### src/rtl/ex_wb_stage.sv
// EX->WB pipeline register: owns the Z/CY flags, the WB-to-EX forwarding compare
// and the retired-instruction counter.
module ex_wb_stage #(
  parameter int DATA_W = 16,
  parameter int REG_AW = 3
) (
  input  logic              clk,
  input  logic              rst_n,
  input  logic              ex_valid,
  input  logic [REG_AW-1:0] ex_rd,
  input  logic              ex_wr_en,
  input  logic              ex_flag_en,
  input  logic              ex_flag_set,
  input  logic [1:0]        ex_flag_val,
  input  logic [DATA_W-1:0] alu_y,
  input  logic              alu_z,
  input  logic              alu_cy,
  input  logic              stall,
  input  logic              flush,
  output logic              flag_z,
  output logic              flag_cy,
  output logic              wb_valid,
  output logic              wb_we,
  output logic [REG_AW-1:0] wb_rd,
  output logic [DATA_W-1:0] wb_data,
  input  logic [REG_AW-1:0] fwd_rs_a,
  input  logic [REG_AW-1:0] fwd_rs_b,
  output logic              fwd_a_hit,
  output logic              fwd_b_hit,
  output logic [15:0]       retired_cnt
);

  logic              w_capture;
  logic              r_valid, r_we, r_z, r_cy;
  logic [REG_AW-1:0] r_rd;
  logic [DATA_W-1:0] r_data;
  logic [15:0]       r_cnt;

  // Stall and flush both turn the EX slot into a bubble.
  assign w_capture = ex_valid & ~stall & ~flush;

  always_ff @(posedge clk or negedge rst_n) begin
    if (!rst_n) begin
      r_valid <= 1'b0;
      r_we    <= 1'b0;
      r_rd    <= '0;
      r_data  <= '0;
      r_cnt   <= '0;
    end else if (w_capture) begin
      r_valid <= 1'b1;
      r_we    <= ex_wr_en;
      r_rd    <= ex_rd;
      r_data  <= alu_y;
      r_cnt   <= r_cnt + 16'd1;
    end else begin
      r_valid <= 1'b0;
      r_we    <= 1'b0;
    end
  end

  // Explicit flag loads take priority over ALU-generated flags.
  always_ff @(posedge clk or negedge rst_n) begin
    if (!rst_n) begin
      r_z  <= 1'b0;
      r_cy <= 1'b0;
    end else if (w_capture) begin
      if (ex_flag_set) begin
        r_z  <= ex_flag_val[1];
        r_cy <= ex_flag_val[0];
      end else if (ex_flag_en) begin
        r_z  <= alu_z;
        r_cy <= alu_cy;
      end
    end
  end

  assign flag_z      = r_z;
  assign flag_cy     = r_cy;
  assign wb_valid    = r_valid;
  assign wb_we       = r_we;
  assign wb_rd       = r_rd;
  assign wb_data     = r_data;
  assign retired_cnt = r_cnt;

  // Compare against registered state only; R0 is an ordinary register here.
  assign fwd_a_hit = r_we & (fwd_rs_a == r_rd);
  assign fwd_b_hit = r_we & (fwd_rs_b == r_rd);

endmodule
### config.mk
export PLATFORM = sky130hd
export DESIGN_NAME = ex_wb_stage
export DESIGN_NICKNAME = d
export VERILOG_FILES = /design/src/rtl/ex_wb_stage.sv
export SDC_FILE = /design/constraint.sdc
export NUM_CORES = 1
export LEC_CHECK = 0
export ABC_CLOCK_PERIOD_IN_PS = 1100
export BUFFER_PORTS_ARGS = -buffer_cell sky130_fd_sc_hd__clkbuf_2
export CAP_MARGIN = 10
export CORE_AREA = 2 2 66 68
export CTS_BUF_LIST = sky130_fd_sc_hd__clkbuf_2
export DETAILED_ROUTE_END_ITERATION = 8
export DIE_AREA = 0 0 68 70
export PLACE_DENSITY = 0.76
export SETUP_SLACK_MARGIN = 0.3
export SYNTH_ARGS = -nofsm -noshare
export SYNTH_HDL_FRONTEND = slang
export SYNTH_SLANG_ARGS = --single-unit
### constraint.sdc
create_clock -name clk -period 1.1 [get_ports clk]
set_input_delay 0.11 -clock clk [delete_from_list [all_inputs] [get_ports clk]]
set_output_delay 0.11 -clock clk [all_outputs]
set_load 0.005 [all_outputs]
==> flow_summary.json <==
{
  "run_status": "finished with violations",
  "failing_checks": "setup timing",
  "cp_cell_sequence": "xnor2_1, nand2_1, nor3_2, buf_2",
  "synth_area_leaders": "sky130_fd_sc_hd__dfrtp_1 57%, sky130_fd_sc_hd__mux2_2 13%, sky130_fd_sc_hd__xnor2_1 7.7%",
  "grt_antenna_before_repair": 0,
  "insertion_delay_ns": 0.38,
  "synth_warnings": 0,
  "highest_fanout_seen_on_the_critical_path": 4,
  "clock_group_share_of_total_power": 0.225,
  "start_util": 0.411,
  "cp_num_buf_inv": 1,
  "grt_pass1_vias": 1606,
  "layout.filler_cells": 262,
  "setup_ws_ns": -0.345,
  "critical-path-slowest-cell": "sky130_fd_sc_hd__dfrtp_1",
  "coreArea_um2": 4140,
  "num_vias": 1651,
  "timing.max_cap.violations": 0,
  "area.sequential_um2": 980,
  "first_pass_iters": 4,
  "cts.sink_count": 39,
  "place_hpwl_um": 2660,
  "route.final.wire_length_um": 5470,
  "comb_power_share": 0.382,
  "p_seq_frac": 0.393,
  "crit_path_max_incr_delay_ns": 0.47,
  "post-synth-top-area-fraction": 0.574,
  "tritoncts.num_buffers": 5,
  "worstSetupEndpointType": "primary output",
  "power.switching_fraction": 0.270,
  "grt_start_max_net_pins": 40,
  "std_cell_rows": 24,
  "category_of_cells_accounting_for_the_largest_share_of_critical_path_delay": "flip-flops",
  "start_kind": "flip-flop",
  "net-switching-power_uw": 1310,
  "htree_num_levels": 2,
  "gp_congestion": 0.769,
  "grt_pass1_wl_um": 7720,
  "worst_ir_drop_vdd_v": 0.00115,
  "grt_setup_unrepaired": "true",
  "internal_power_consumption_uw": 3530,
  "global_route.overflow_total": 0,
  "die_w_um": 68,
  "layout_worst_path_cycle_share": 1.31,
  "drt_iter0_drc": 54,
  "synth.avg_cell_area_um2": 13.6,
  "die-height_um": 70,
  "antenna_cells": 0,
  "fp.dieArea_um2": 4760,
  "final.setup_skew_ns": 0.0153,
  "per_cell_via_count_in_the_routed_design": 4.77,
  "drv_slew": 0,
  "wire_length_per_cell_um": 15.8,
  "cellLeakagePower_uw": 0.00167,
  "cellPowerDensity_nw_per_um2": 1480,
  "setup_violations": 27,
  "worstHoldPathType": "input port to flip-flop",
  "placed_cells": 270,
  "critical_path_data_arrival_time_ns": 1.33,
  "synth-seq-cells": 39,
  "max_buffers_root_to_sink": 2,
  "period_needed_ns": 1.44,
  "cts_tree": "yes",
  "timing.fmax_ghz": 0.692,
  "port_buffers": 77,
  "clk_transition_reported_paths_ns": 0.19,
  "fin_nets": 331,
  "multi_input_area_um2": 860,
  "report.final.hold_viol_count": 0,
  "area_growth_syn_to_layout_pct": 91.2,
  "layout-drive-gt1-share": 0.646,
  "groute.usage.overall": 0.218,
  "ios": 78,
  "finalNonFillerCells": 346,
  "setup.worst_path.class": "flip-flop to primary output",
  "post-route-drc-count": 0,
  "yosys.area.top_type": "sky130_fd_sc_hd__dfrtp_1",
  "synth.yosys.seq_area_share": 0.574,
  "ys_types": 21,
  "synth_cell_area_um2": 1700,
  "timing.slew.headroom": 0.801,
  "worst_slack_on_hold_paths_ns": 0.0265,
  "syn_nets": 163,
  "postSynthCellCount": 125,
  "cp.required_ns": 0.99,
  "detail-route-antenna-nets": 0,
  "worst_slew_pin_slew_ns": 0.298,
  "clock-root-buffer": "sky130_fd_sc_hd__clkbuf_2"
}
cells in the mapped netlist:
library cell / instances
sky130_fd_sc_hd__ha_1: 1
sky130_fd_sc_hd__nor2b_1: 4
sky130_fd_sc_hd__mux2_2: 20
sky130_fd_sc_hd__nor3_4: 1
sky130_fd_sc_hd__a31oi_1: 4
sky130_fd_sc_hd__nand4_1: 7
sky130_fd_sc_hd__nand4bb_4: 1
sky130_fd_sc_hd__o21ai_0: 2
sky130_fd_sc_hd__nand3_1: 5
sky130_fd_sc_hd__buf_4: 3
sky130_fd_sc_hd__nor2_1: 2
sky130_fd_sc_hd__nor3b_4: 2
sky130_fd_sc_hd__and4_1: 1
sky130_fd_sc_hd__xnor2_1: 15
sky130_fd_sc_hd__xor2_1: 6
sky130_fd_sc_hd__nand2_1: 6
sky130_fd_sc_hd__inv_1: 1
sky130_fd_sc_hd__dfrtp_1: 39
sky130_fd_sc_hd__and3_1: 1
sky130_fd_sc_hd__nor3_1: 2
sky130_fd_sc_hd__and2_1: 2
placed cells by master (no fill, tap or decap), drive strengths merged, types with 3 or more instances in the layout:
master / Yosys / routed
clkbuf: 0 / 74
buf: 3 / 72
dfrtp: 39 / 39
dlygate4sd3: 0 / 24
mux2: 20 / 20
xnor2: 15 / 15
nand4: 7 / 7
xor2: 6 / 6
nand2: 6 / 6
nand3: 5 / 5
a31oi: 4 / 4
nor2b: 4 / 4
nor3: 3 / 3
what timing repair did:
action / in CTS / in global routing
gates resized for setup: 21 / 35
hold buffers: 24 / 0
hold endpoints to repair: 61 / 0
buffers inserted: 27 / 16
pin swaps: 14 / 14
gates cloned: 0 / 1
setup endpoints to repair: 62 / 71
layout make-up:
cell class / count / share of cell area
tap: 52 / 0.0200
inverter: 1 / 0.00115
clock inverter: 2 / 0.0185
multi-input combinational: 82 / 0.264
sequential: 39 / 0.301
clock buffer: 6 / 0.00923
timing repair buffer: 164 / 0.386
power by group through the flow:
stage | sequential [µW] | clock, µW | combinational [µW]
after CTS | 1870 | 1110 | 1640
after floorplan | 1940 | 0 | 473
final | 1900 | 1090 | 1840
after global routing | 1920 | 1160 | 2000
after global placement | 1880 | 0 | 1090
after detailed placement | 1890 | 0 | 1110
cells by family (layout without fill, tap and decap cells):
family | Yosys count | after routing | share of synthesized area
buffers and inverters | 4 | 173 | 0.0154
multiplexers | 20 | 20 | 0.132
flip-flops | 39 | 39 | 0.574
adder cells (fa/ha/maj) | 1 | 1 | 0.00735
AND/OR/NAND/NOR | 34 | 34 | 0.143
AO/OA/AOI/OAI | 6 | 6 | 0.0206
XOR/XNOR | 21 | 21 | 0.108
state kept, by name (all words and copies together), names as in the netlist:
register     flops
wb_valid         1
wb_rd            3
wb_data         16
flag_cy          1
flag_z           1
retired_cnt     16
wb_we            1
layer usage:
layer | GRT usage | share of wire | vias up
met5 | 0 | 0 | -
met4 | 0.0600 | 0.0095 | 0
met3 | 0.0467 | 0.042 | 5
met2 | 0.388 | 0.55 | 56
met1 | 0.259 | 0.40 | 814
li1 | - | - | 776
per-stage QoR:
step / cell area [µm²] / worst slack, ns / TNS, ns / power [µW] / util
2_1_floorplan: 1800 / -0.0925 / -0.568 / 2410 / -
3_3_place_gp: 2390 / -0.145 / -2.29 / 2970 / 0.576
3_5_place_dp: 2390 / -0.192 / -3.16 / 3000 / 0.576
4_1_cts: 3010 / -0.381 / -3.46 / 4620 / 0.726
5_1_grt: 3250 / -0.451 / -6.02 / 5090 / 0.785
6_report: 3250 / -0.345 / -4.11 / 4830 / 0.785
worst min-delay path: stages:
cell and delay [ns]:
sky130_fd_sc_hd__clkbuf_2 0.07, sky130_fd_sc_hd__a31oi_1 0.07, sky130_fd_sc_hd__o21ai_1 0.12
final timing paths:
kind / slack [ns] / depth (start not counted) / to / startpoint
worst max-delay path: -0.34 / 4 / fwd_b_hit / wb_rd[0]
worst min-delay path: 0.03 / 3 / flag_z / alu_z
worst max register to register: -0.30 / 4 / retired_cnt[15] / retired_cnt[1]
worst min register to register: 0.54 / 1 / wb_data[6] / wb_data[6]
max in group asynchronous: 0.68 / 3 / retired_cnt[0] / rst_n
min in group asynchronous: 0.19 / 3 / wb_data[3] / rst_n
Power figures use the tool's default switching activity.
